### config.mk
export PLATFORM = sky130hd
export DESIGN_NAME = ahb_slave_mem
export DESIGN_NICKNAME = d
export VERILOG_FILES = /design/src/rtl/ahb_slave_mem.sv
export SDC_FILE = /design/constraint.sdc
export NUM_CORES = 2
export LEC_CHECK = 0
export CAP_MARGIN = 25
export CORE_AREA = 5 5 496 498
export DETAILED_ROUTE_END_ITERATION = 6
export DIE_AREA = 0 0 501 503
export DONT_BUFFER_PORTS = 1
export PLACE_DENSITY = 0.57
export SLEW_MARGIN = 0
export SYNTH_ARGS = -nofsm -noshare
export SYNTH_HDL_FRONTEND = slang
export SYNTH_SLANG_ARGS = --single-unit
### constraint.sdc
create_clock -name hclk -period 3.4 [get_ports hclk]
set_input_delay 0.17 -clock hclk [delete_from_list [all_inputs] [get_ports hclk]]
set_output_delay 0.17 -clock hclk [all_outputs]
set_load 0.01 [all_outputs]
### src/rtl/ahb_slave_mem.sv
`default_nettype none
// ============================================================================
// Module      : ahb_slave_mem
// Description : AHB-Lite memory slave with programmable wait states, byte
//               strobes, and a two-cycle ERROR response for illegal accesses.
// Revision    : 1.0
// ============================================================================
module ahb_slave_mem #(
  parameter int ADDR_WIDTH  = 32,
  parameter int DATA_WIDTH  = 32,
  parameter int MEM_DEPTH   = 64,
  parameter int WAIT_STATES = 1
) (
  input  logic                    hclk,
  input  logic                    hresetn,
  input  logic                    hselx,
  input  logic [ADDR_WIDTH-1:0]   haddr,
  input  logic [1:0]              htrans,
  input  logic                    hwrite,
  input  logic [2:0]              hsize,
  input  logic [2:0]              hburst,
  input  logic [3:0]              hprot,
  input  logic [DATA_WIDTH-1:0]   hwdata,
  input  logic [DATA_WIDTH/8-1:0] hwstrb,
  input  logic                    hready,
  output logic                    hreadyout,
  output logic [DATA_WIDTH-1:0]   hrdata,
  output logic                    hresp,
  output logic                    hexokay
);

  localparam int         c_NB      = DATA_WIDTH / 8;
  localparam int         c_LB      = $clog2(c_NB);
  localparam int         c_IW      = (MEM_DEPTH > 1) ? $clog2(MEM_DEPTH) : 1;
  localparam logic [2:0] c_WS_LOAD = 3'((WAIT_STATES > 0) ? (WAIT_STATES - 1) : 0);

  typedef enum logic [1:0] {
    ST_IDLE = 2'd0,
    ST_WAIT = 2'd1,
    ST_ERR1 = 2'd2,
    ST_ERR2 = 2'd3
  } state_t;

  state_t                r_state;
  state_t                w_next;
  state_t                w_acc_state;
  logic [2:0]            r_cnt;
  logic                  r_dp_valid;
  logic                  r_write;
  logic [c_IW-1:0]       r_idx;
  logic [c_NB-1:0]       r_lanes;
  logic [DATA_WIDTH-1:0] r_mem [MEM_DEPTH];

  logic [ADDR_WIDTH-1:0] w_word;
  logic [7:0]            w_size_mask;
  logic [c_LB-1:0]       w_win;
  logic [c_NB-1:0]       w_lanes;
  logic                  w_oor;
  logic                  w_bad_size;
  logic                  w_misalign;
  logic                  w_err;
  logic                  w_accept;
  logic                  w_commit;
  logic                  w_rd_en;
  logic                  w_unused;

  // Address-phase decode: range, size and alignment checks
  assign w_word      = haddr >> c_LB;
  assign w_oor       = (w_word >= ADDR_WIDTH'(MEM_DEPTH));
  assign w_bad_size  = (hsize > 3'(c_LB));
  assign w_size_mask = (8'd1 << hsize) - 8'd1;
  assign w_win       = ~w_size_mask[c_LB-1:0];
  assign w_misalign  = |(haddr[c_LB-1:0] & w_size_mask[c_LB-1:0]);
  assign w_err       = w_oor | w_bad_size | w_misalign;

  // A lane belongs to the transfer when it shares the size-aligned base
  for (genvar i = 0; i < c_NB; i++) begin : g_lane
    assign w_lanes[i] = ((c_LB'(i) & w_win) == (haddr[c_LB-1:0] & w_win));
  end

  assign w_accept = hselx & hready & htrans[1] &
                    ((r_state == ST_IDLE) | (r_state == ST_ERR2));
  assign w_commit = (r_state == ST_IDLE) & r_dp_valid & r_write;
  assign w_rd_en  = (r_state == ST_IDLE) & r_dp_valid & ~r_write;

  always_comb begin
    w_acc_state = ST_IDLE;
    if (w_err) begin
      w_acc_state = ST_ERR1;
    end else if (WAIT_STATES > 0) begin
      w_acc_state = ST_WAIT;
    end
  end

  always_comb begin
    w_next    = r_state;
    hreadyout = 1'b1;
    hresp     = 1'b0;
    case (r_state)
      ST_IDLE: begin
        if (w_accept) begin
          w_next = w_acc_state;
        end
      end
      ST_WAIT: begin
        hreadyout = 1'b0;
        if (r_cnt == 3'd0) begin
          w_next = ST_IDLE;
        end
      end
      ST_ERR1: begin
        hreadyout = 1'b0;
        hresp     = 1'b1;
        w_next    = ST_ERR2;
      end
      ST_ERR2: begin
        hresp  = 1'b1;
        w_next = w_accept ? w_acc_state : ST_IDLE;
      end
      default: begin
        w_next = ST_IDLE;
      end
    endcase
  end

  // r_dp_valid marks the final (hreadyout=1) cycle of an OKAY data phase
  always_ff @(posedge hclk) begin
    if (!hresetn) begin
      r_state    <= ST_IDLE;
      r_cnt      <= 3'd0;
      r_dp_valid <= 1'b0;
      r_write    <= 1'b0;
      r_idx      <= '0;
      r_lanes    <= '0;
    end else begin
      r_state <= w_next;
      if (w_accept) begin
        r_cnt      <= c_WS_LOAD;
        r_write    <= hwrite;
        r_idx      <= haddr[c_LB +: c_IW];
        r_lanes    <= w_lanes;
        r_dp_valid <= ~w_err & (WAIT_STATES == 0);
      end else begin
        if ((r_state == ST_WAIT) && (r_cnt != 3'd0)) begin
          r_cnt <= r_cnt - 3'd1;
        end
        r_dp_valid <= (r_state == ST_WAIT) & (r_cnt == 3'd0);
      end
    end
  end

  always_ff @(posedge hclk) begin
    if (!hresetn) begin
      for (int w = 0; w < MEM_DEPTH; w++) begin
        r_mem[w] <= '0;
      end
    end else if (w_commit) begin
      for (int b = 0; b < c_NB; b++) begin
        if (r_lanes[b] && hwstrb[b]) begin
          r_mem[r_idx][8*b +: 8] <= hwdata[8*b +: 8];
        end
      end
    end
  end

  // Memory is read combinationally, so a write committed on the edge that
  // starts a read's data phase is already visible to that read.
  assign hrdata  = w_rd_en ? r_mem[r_idx] : '0;
  assign hexokay = 1'b0;

  assign w_unused = ^{hburst, hprot, htrans[0], w_size_mask[7:c_LB]};

endmodule
`default_nettype wire
# Yosys cells after proc, flatten, opt, wreduce, memory -nomap -nowiden
# Memories as Yosys holds them, arrays and structs flattened. A register that Yosys moved wholly into a read port is not among the register bits.
# Cells that the tools add are included.
[totals]
reg_bits = 17
mem_bits_rw = 2048
out_inout_bits = 35
word_cells = 80
memories = 1
[mem_list]
columns = ["name", "depth", "word_bits", "rd", "rd_clocked_by_memory_dff", "wr", "line_no", "rtl"]
rows = [
  ["r_mem", 64, 32, 1, 1, 64, "52", "logic [DATA_WIDTH-1:0] r_mem [MEM_DEPTH];"],
]
[classes]
addsub = 2
magnitude_cmp = 2
eq_ne = 8
shifts = 1
mux = 30
bitwise_logic = 15
reduce_logical = 15
[ops]
columns = ["operator", "count"]
rows = [
  ["2-to-1 mux 32 bit", 2],
  ["OR reduction 32 bit", 1],
  ["greater-or-equal comparator 30 x 7 -> 1 bit, second input constant", 1],
  ["2-to-1 mux 1 bit", 19],
  ["2-to-1 mux 6 bit", 3],
  ["2-to-1 mux 2 bit", 4],
  ["one-hot mux 2 bit (4 select lines)", 1],
  ["OR reduction 2 bit", 4],
  ["bitwise AND 1 bit", 7],
  ["logical AND 1 bit", 5],
  ["bitwise AND 2 bit", 2],
  ["== test 2 bit", 2],
  ["== test 2 bit, second input constant", 2],
  ["logical NOT 2 bit", 2],
  ["2-to-1 mux 4 bit", 1],
  ["!= test 2 bit, second input constant", 2],
  ["greater-than comparator 3 x 2 -> 1 bit, second input constant", 1],
  ["logical NOT 3 bit", 1],
  ["OR 1 bit", 3],
  ["nonzero test 3 bit", 1],
  ["<< shifter 1 x 3 -> 2 bit, first input constant", 1],
  ["subtractor 3 x 1 -> 3 bit, second input constant", 1],
  ["== test 1 x 2 -> 1 bit", 1],
  ["== test 2 x 1 -> 1 bit, second input constant", 1],
  ["4 further kinds", 5],
]

# Logic depth before layout (Yosys ltp)
[depth]
word_depth = 8
depth_mapped = 10
mapped_depth_nobuf = 7

# Worst setup path before layout
# OpenSTA, ideal clock, no wires.
[synth_timing]
path_kind = "register -> register"
start = "reg r_state[0]"
end = "mem r_mem[19][0], enable pin"
setup_ps = 384
t_arrival_ps = 2178
required_time_ps = 3016
path_slack_ps = 838
path_stages_with_launch = 9
path_buffers = 3
cell_sequence = "dfxtp_1 > inv_1 > ha_1 > and4_1 > clkbuf_1 > nand3_1 > buf_2 > buf_1 > o21ai_0"
[synth_lines]
columns = ["item", "line_no", "rtl"]
rows = [
  ["start: declaration", "44", "state_t r_state;"],
  ["start signal: assignment", "136", "r_state <= w_next;"],
  ["end: declaration", "52", ""],
]

==> flow_metrics.tcl <==
set metrics [dict create \
    status "complete, but fails checks" \
    violations "DRC, slew limit, setup timing" \
    syn_area_um2 95800 \
    antenna_found_initial 30 \
    maxCapViolCount 0 \
    drive_gt1_share_pct 24.9 \
    cpPeakStageDelay_ns 0.54 \
    synth_nets 6357 \
    worstMarginPinSlew_ns 1.65 \
    synth-edff-count 2048 \
    clock-root-buffer "clkbuf_16" \
    path_class "reg -> out" \
    final_nets 6842 \
    die_w_um 501 \
    rows 181 \
    slew_violations 138 \
    grt_max_degree 267 \
    skew_ns 0.0417 \
    area_growth_pct 19.1 \
    drtAntennaViolNets 0 \
    p_per_area_nw_per_um2 513 \
    tritoncts "done" \
    async_reset_ff_share_pct 0 \
    period_needed_ns 3.70 \
    ys_seq_area_share_pct 64.7 \
    fin_total_pwr_w 0.0585 \
    routed_via_density 5.53 \
    overflow 0 \
    place_area_um2 102000 \
    maxSlewHeadroom_pct -10.3 \
    finalSetupViolCount 32 \
    rsz0062_at_grt "true" \
    track_usage_pct 23.3 \
    setup_slack_ns -0.300 \
    netlist_instances 6266 \
    fin_crit_sh_pct 109 \
    routed_wl_um 296000 \
    start_util_pct 39.7 \
    setup_tns_ns -6.57 \
    clock.fmax_ghz 0.270 \
    io_pins 120 \
    cts_buffers 215 \
    die_area_um2 252000 \
    arrival_ns 3.53 \
    port_buffers 0 \
    hold_ws_ns 0.0574 \
    dp_hpwl_um 187000 \
    worstHoldPathType "in -> reg" \
    worstPathRequired_ns 3.23 \
    worstPathMaxFanout 8 \
    p_leak_nw 40.5 \
    htree_num_levels 4 \
    yosysTopAreaCell "edfxtp_1" \
    synth.top_cell.area_share_pct 64.2 \
    clk_pin_slew_worst_paths_ns 0.06 \
    rr_worst_depth 7 \
    dr.first_iter.drc_count 6122 \
    synth.area.top_cells "edfxtp_1, mux4_2, and2_1" \
    clock_latency_ns 0.87 \
    cts_sinks 2071 \
    drcViolationCount 2 \
    critical_path.endpoint_type "output port" \
    holdPathStages 3 \
    synth_flop_cell "edfxtp_1" \
    grt_pass1_vias 56700 \
    slowest_stage "mux4_2" \
    fin_area_um2 114000 \
    grt_pass1_wl_um 421000 \
    gp_congestion 0.843 \
    hold_viol 0 \
    max-vdd-ir-drop_v 0.000452 \
    wl_per_cell_um 29.2 \
    path_cells "buf_12 -> buf_16 -> buf_16 -> buf_6 -> mux4_2 -> mux4_2 -> nand3_1 -> o211ai_1 -> buf_4" \
    synth_warnings 0 \
    die_h_um 503 \
    synth.avg_cell_area_um2 15.3 \
    coreArea_um2 242000 \
    synth.distinct_cells 53 \
    firstDrtPassIters 7 \
    clockBufferDepth 3 \
    vias 56100 \
    crit_path_start_kind "flop" \
    place_ws_ns 0.268 \
    ys_ff_latch 2071 \
]
==> state kept, by name, summed over array words and instances, names as in the netlist, named ones only <==
register / cells
r_mem: 2048
r_dp_valid: 1
r_write: 1
r_state: 2
r_idx: 6
r_cnt: 3
r_lanes: 4
==> per-layer routing <==
metal  share of wire (%)  global-route usage (%)
met1                  40                    31.0
met2                  48                    38.1
met3                 7.8                    4.20
met4                 4.2                    9.01
met5              0.0091                       0
==> cell families (layout without fill, tap and decap cells) <==
| group | count (synthesis) | after routing | share of synthesized area (%) |
|---|---|---|---|
| AND/OR/NAND/NOR | 2580 | 2580 | 15.7 |
| flip-flops | 2071 | 2071 | 64.7 |
| multiplexers | 716 | 716 | 15.0 |
| buffers and inverters | 518 | 1186 | 2.36 |
| AO/OA/AOI/OAI | 373 | 373 | 2.20 |
| adder cells (fa/ha/maj) | 6 | 6 | 0.0783 |
| other | 1 | 10 | 0.00391 |
| XOR/XNOR | 1 | 1 | 0.00914 |
==> critical path: cells and delay by family, from the launching register on <==
| family | cells | cell delay, ns |
|---|---|---|
| simple gates | 1 | 0.12 |
| buf+inv | 5 | 0.88 |
| flops | 1 | 0.39 |
| mux | 2 | 1.02 |
| compound gates | 1 | 0.22 |
==> placed cells by master, fill, tap and decap left out, types with 37 or more instances in the layout <==
master / netlist / layout
edfxtp_1: 2048 / 2048
and2_1: 1957 / 1956
mux4_2: 572 / 572
buf_4: 48 / 490
nor2_1: 282 / 275
o21ai_0: 258 / 256
clkbuf_16: 0 / 221
nand2_1: 144 / 137
and3_1: 104 / 104
dlygate4sd3_1: 0 / 88
mux2i_1: 124 / 86
buf_12: 0 / 72
buf_16: 0 / 62
clkinv_1: 0 / 52
buf_6: 7 / 47
clkbuf_1: 307 / 41
clkinv_2: 0 / 37
==> Yosys cell counts, types with 25 or more instances <==
cell	number
edfxtp_1	2048
and3_1	104
and2_1	1957
mux4_2	572
mux2i_1	124
nor3_1	25
nor2_1	282
o21ai_0	258
buf_1	79
clkbuf_1	307
nand2_1	144
a22oi_1	28
buf_2	68
buf_4	48
==> per-stage QoR <==
step	utilization, %	std cells
floorplan	-	6266
global placement	42.3	9473
detailed placement	42.3	9478
CTS	46.9	10100
global route	47.2	10100
finish	47.3	10100
==> path summary, 6_finish.rpt <==
check	from	endpoint	slack (ns)
setup / recovery	flop	hrdata[3]	-0.30
hold / removal	hwstrb[3]	r_mem[15][26]	0.06
setup reg to reg	r_idx[1]	r_mem[38][29]	0.13
hold reg to reg	r_cnt[1]	r_cnt[1]	0.51
==> where the power goes <==
group          switching [W]  internal [W]
registers           0.000310        0.0288
logic                0.00326       0.00248
clock network         0.0103        0.0134
total                 0.0138        0.0447
==> area by class of cell <==
| class | count | area [um2] |
|---|---|---|
| Antenna cell | 9 | 22.5 |
| Clock buffer | 261 | 5640 |
| Clock inverter | 139 | 1360 |
| Fill cell | 20500 | 127000 |
| Inverter | 9 | 33.8 |
| Multi-Input combinational cell | 3677 | 32500 |
| Sequential cell | 2071 | 62000 |
| Tap cell | 3202 | 4010 |
| Timing Repair Buffer | 777 | 8600 |
==> what timing repair did <==
action,in CTS,in global routing
hold endpoints to repair,4088,0
gates cloned,21,3
hold buffers,122,0
gates resized for setup,173,98
endpoints found under the setup margin,32,47
setup buffers,79,46
pin swaps,32,38
(Power assumes the default switching activity.)
